--- config.mk ---
export PLATFORM = sky130hd
export DESIGN_NAME = sync_counter_n
export DESIGN_NICKNAME = d
export VERILOG_FILES = /design/src/rtl/sync_cnt_pkg.sv /design/src/rtl/bin2gray_n.sv /design/src/rtl/sync_counter_n.sv
export SDC_FILE = /design/constraint.sdc
export NUM_CORES = 1
export LEC_CHECK = 0
export BUFFER_PORTS_ARGS = -buffer_cell sky130_fd_sc_hd__buf_2
export CAP_MARGIN = 5
export CORE_AREA = 2 2 39 41
export CTS_CLUSTER_DIAMETER = 30
export DETAILED_ROUTE_END_ITERATION = 7
export DIE_AREA = 0 0 41 43
export GPL_ROUTABILITY_DRIVEN = 0
export HOLD_SLACK_MARGIN = 0.15
export RECOVER_POWER = 25
export SLEW_MARGIN = 20
export SYNTH_ARGS = -nofsm -noshare
export SYNTH_HDL_FRONTEND = slang
export SYNTH_SLANG_ARGS = --single-unit
--- constraint.sdc ---
create_clock -name clk -period 1.98 [get_ports clk]
set_input_delay 0.396 -clock clk [delete_from_list [all_inputs] [get_ports clk]]
set_output_delay 0.396 -clock clk [all_outputs]
set_load 0.02 [all_outputs]
--- src/rtl/sync_cnt_pkg.sv ---
// sync_cnt_pkg: direction constants and Gray conversion shared by the counter and its bench
package sync_cnt_pkg;
  localparam logic CNT_UP = 1'b1;
  localparam logic CNT_DN = 1'b0;
  function automatic logic [31:0] bin2gray(input logic [31:0] b);
    return b ^ (b >> 1);
  endfunction
endpackage

--- src/rtl/bin2gray_n.sv ---
// bin2gray_n: combinational reflected-binary Gray encoder of parametrised width
module bin2gray_n
  import sync_cnt_pkg::*;
#(
  parameter int WIDTH = 3
) (
  input  logic [WIDTH-1:0] bin,
  output logic [WIDTH-1:0] gray
);
  assign gray = WIDTH'(bin2gray(32'(bin)));
endmodule

--- src/rtl/sync_counter_n.sv ---
// sync_counter_n: modulus-N up/down counter with load, clear, wrap/saturate, Gray copy, cascade tc and sticky ovf
module sync_counter_n
  import sync_cnt_pkg::*;
#(
  parameter int WIDTH    = 3,
  parameter int MODULUS  = 2 ** WIDTH,
  parameter bit SATURATE = 1'b0
) (
  input  logic             clk,
  input  logic             reset_n,
  input  logic             clear,
  input  logic             load,
  input  logic [WIDTH-1:0] load_val,
  input  logic             en,
  input  logic             up_dn,
  output logic [WIDTH-1:0] count,
  output logic [WIDTH-1:0] gray,
  output logic             tc,
  output logic             ovf
);
  localparam logic [WIDTH-1:0] MAX = WIDTH'(MODULUS - 1);
  localparam logic [WIDTH:0]   MOD = (WIDTH + 1)'(MODULUS);
  logic [WIDTH-1:0] nxt, nxt_gray;
  logic nxt_ovf, at_max, at_zero, up;
  assign up      = up_dn == CNT_UP;
  assign at_max  = count == MAX;
  assign at_zero = count == '0;
  assign tc      = en & (up ? at_max : at_zero);
  // tc marks exactly the edges that cross a limit, so it doubles as the overflow event
  always_comb begin
    nxt     = count;
    nxt_ovf = ovf;
    if (clear) begin
      nxt     = '0;
      nxt_ovf = 1'b0;
    end else if (load) begin
      nxt = ({1'b0, load_val} >= MOD) ? MAX : load_val;
    end else if (en) begin
      nxt_ovf = ovf | tc;
      nxt     = up ? (at_max ? (SATURATE ? MAX : '0) : count + WIDTH'(1))
                   : (at_zero ? (SATURATE ? '0 : MAX) : count - WIDTH'(1));
    end
  end
  bin2gray_n #(.WIDTH(WIDTH)) u_gray (.bin(nxt), .gray(nxt_gray));
  always_ff @(posedge clk or negedge reset_n) begin
    if (!reset_n) begin
      count <= '0;
      gray  <= '0;
      ovf   <= 1'b0;
    end else begin
      count <= nxt;
      gray  <= nxt_gray;
      ovf   <= nxt_ovf;
    end
  end
endmodule

==> results by group <==
Die
  • Die Y: 43 um
  • I/O pin count: 17
  • # rows: 14
  • Starting Density: 30.6%
  • DIE AREA: 1760 um^2
  • Core Footprint: 1380 um^2
  • Die W: 41 um

Critical path
  • Crit path cell chain: ha_1 > ha_1 > nand2_1 > o21ai_1 > and2_1 > buf_2
  • Worst EP required: 1.58 ns
  • Crit. End Element: primary output
  • R2r worst-path depth: 6
  • Critical R2R Capture: gray[1]$_DFF_PN0_
  • Cell family with most CP delay: flip-flops
  • Crit path largest cell delay: 0.40 ns
  • Slowest CP cell: dfrtp_1
  • FF-to-FF setup slack: 0.35 ns
  • CP Launch Point: count[0]$_DFF_PN0_
  • CP dominant cell by count: ha_1
  • CP Data Arrival Time: 1.48 ns
  • CP Max Fanout: 3
  • Crit Path Class: reg2out
  • Worst r2r src: count[0]$_DFF_PN0_
  • CP startpoint kind: register
  • Bufs and invs on worst path: 1

CTS
  • Post-CTS setup buffers: 0
  • CTS tree: done
  • Worst-path clk slew: 0.04 ns
  • Cts bufs inserted: 3
  • Root buf cell: clkbuf_4
  • Clk_lat worst skew: 0.24 ns
  • Max Buffers Root-to-Sink: 2
  • Htree depth: 1
  • Clock sinks: 6

Power and ir drop
  • Sw power: 0.119 mW
  • Internal: 0.250 mW
  • Clock power frac: 29.9%
  • Flop pwr share: 38.7%
  • Tot Pwr: 0.369 mW
  • Logic pwr share: 31.5%
  • Peak supply drop: 0.000383 V
  • Pwr dens: 675 nW/um^2
  • Switching part of the total power: 32.2%
  • LEAKAGE: 0.291 nW

Yosys
  • Primary FF master, synth: dfrtp_1
  • Synthesized flop and latch total: 6
  • Cells after Synth: 47
  • Post-synth top cells: 6 x dfrtp_1, 5 x inv_1, 4 x a21oi_1, 4 x ha_1
  • Synth Area per Inst: 9.00 um^2
  • Most common cell in the netlist: dfrtp_1
  • Ys Warns: 0
  • Number of synthesized flops with an enable pin: 0
  • Post-synth top area cell: dfrtp_1
  • Syn nets: 60
  • Sequential area share after synthesis: 35.5%
  • Area share of the largest cell type after synthesis: 35.5%
  • Top cells by area, synth: dfrtp_1 36%, ha_1 12%, a21oi_1 4.7%, inv_1 4.4%, a21oi_2 4.1%
  • Post-Syn Area: 423 um^2
  • Async S/R FF share, synth: 100%
  • Distinct cells, synth: 24

Cells and area
  • Filler instances: 160
  • Final Non-Filler Cells: 82
  • Net count, final: 81
  • Share of cells above drive strength 1: 37.9%
  • Antenna Cells: 0
  • Layout area overhead: 29.3%
  • Final Util: 39.5%

Placed design
  • Port Buffers: 16
  • Hpwl dp: 730 um
  • Dpl cells: 78

STA
  • Setup_tns: 0 ns
  • Max Slew Vio Count: 0
  • Final hold violations: 0
  • Slew headroom: 78.6%
  • Unrepaired setup endpoints after global routing: false
  • Post-route minimum period: 1.87 ns
  • Actual slew at the worst max-slew pin: 0.321 ns
  • Max Clk Rate: 534 MHz
  • Fin crit share: 94.5%
  • Final setup vio count: 0
  • Clock skew: 0.000207 ns

Route
  • WL/cell: 10.6 um
  • Routed Antenna Nets: 0
  • Pre-antenna DRT Iters: 3
  • DR iter-0 viols: 2
  • Routed wire length: 870 um
  • Via density: 4.76
  • DRC: 0
  • Via count: 390

Global routing
  • First-pass GRT wire length: 1.29 mm
  • GRT Overall Usage: 11.6%
  • Largest net degree at the start of global routing: 8
  • Initial antenna violation count: 0
  • Vias in the first global route: 313
  • Overflow after GRT: 0

Min path
  • WHS Path Cells: 2
  • WHS Endpoint: ovf$_DFFE_PN0P_
  • Worst min path class: in2reg
  • Hold Startpoint: clear

Outcome
  • Status: finished clean

Job
  • # Max-Cap Violations: 0
==> area by class of cell <==
cell class	instances	area, um^2	area share (%)
Clock buffer	3	22.5	4.12
Multi-Input combinational cell	35	246	45.1
Tap cell	16	20.0	3.66
Inverter	5	18.8	3.43
Timing Repair Buffer	17	88.8	16.2
Sequential cell	6	150	27.5
==> how the worst max path moves through the flow <==
| stage | endpoint | slack (ns) | cells after the start |
|---|---|---|---|
| finish | tc | 0.11 | 6 |
| global route | tc | 0.003 | 6 |
| CTS | tc | 0.02 | 6 |
| detailed placement | tc | 0.28 | 6 |
| global placement | tc | 0.32 | 6 |
| floorplan | gray[1]$_DFF_PN0_ | 0.32 | 6 |
==> layout by cell type (no fill, tap or decap), types with 2 or more instances in the layout <==
cell	netlist	final
a21oi_2	2	2
ha_1	4	4
o21ai_0	3	2
nor3_1	2	2
clkbuf_4	0	3
nand2b_1	2	2
dfrtp_1	6	6
nand2_1	3	3
nor2_1	2	2
a21oi_1	4	4
inv_1	5	4
buf_2	0	15
==> what timing repair did <==
action	in CTS	in global routing
gates resized for setup	0	2
endpoints found under the hold margin	6	0
setup endpoints to repair	0	1
hold buffers	1	0
==> metrics by stage <==
step           setup WS, ns  area, um^2  hold WS [ns]
2_1_floorplan         0.324         423         0.100
3_3_place_gp          0.324         515         0.224
3_5_place_dp          0.280         515         0.227
4_1_cts              0.0185         548         0.354
5_1_grt             0.00268         547         0.369
6_report              0.109         547         0.358
==> power groups by stage <==
stage / clock network [mW] / registers (mW) / logic (mW)
after floorplan: 0 / 0.159 / 0.0604
after global placement: 0 / 0.145 / 0.113
after detailed placement: 0 / 0.144 / 0.116
after CTS: 0.115 / 0.143 / 0.117
after global routing: 0.123 / 0.144 / 0.128
final: 0.110 / 0.143 / 0.116
==> worst reg2reg max path: stages, from the launching register on <==
cell,delay (ns)
dfrtp_1,0.38
inv_2,0.07
ha_1,0.31
nor2b_1,0.14
a22o_2,0.29
o21ai_0,0.25
a21oi_2,0.08
==> layer usage <==
| metal | part of all wire [%] | wire, um | vias to the layer above | GRT usage, % |
|---|---|---|---|---|
| met2 | 51 | 443 | 7 | 17.5 |
| met3 | 6.0 | 52 | 0 | 4.71 |
| li1 | - | - | 201 | - |
| met5 | 0 | 0 | - | 0 |
| met1 | 43 | 374 | 182 | 13.2 |
| met4 | 0 | 0 | 0 | 6.00 |
==> registers in the layout, indices dropped and copies added (netlist names) <==
| register | count |
|---|---|
| gray | 2 |
| ovf | 1 |
| count | 3 |
==> cell families after synthesis <==
family,share of synthesized area (%)
xor gates and xnor gates,2.07
and+or+nand+nor,19.2
adders and majority gates,11.8
buffers and inverters,6.21
AOI/OAI and AO/OA,25.1
DFF,35.5
Power figures use the tool's default switching activity.
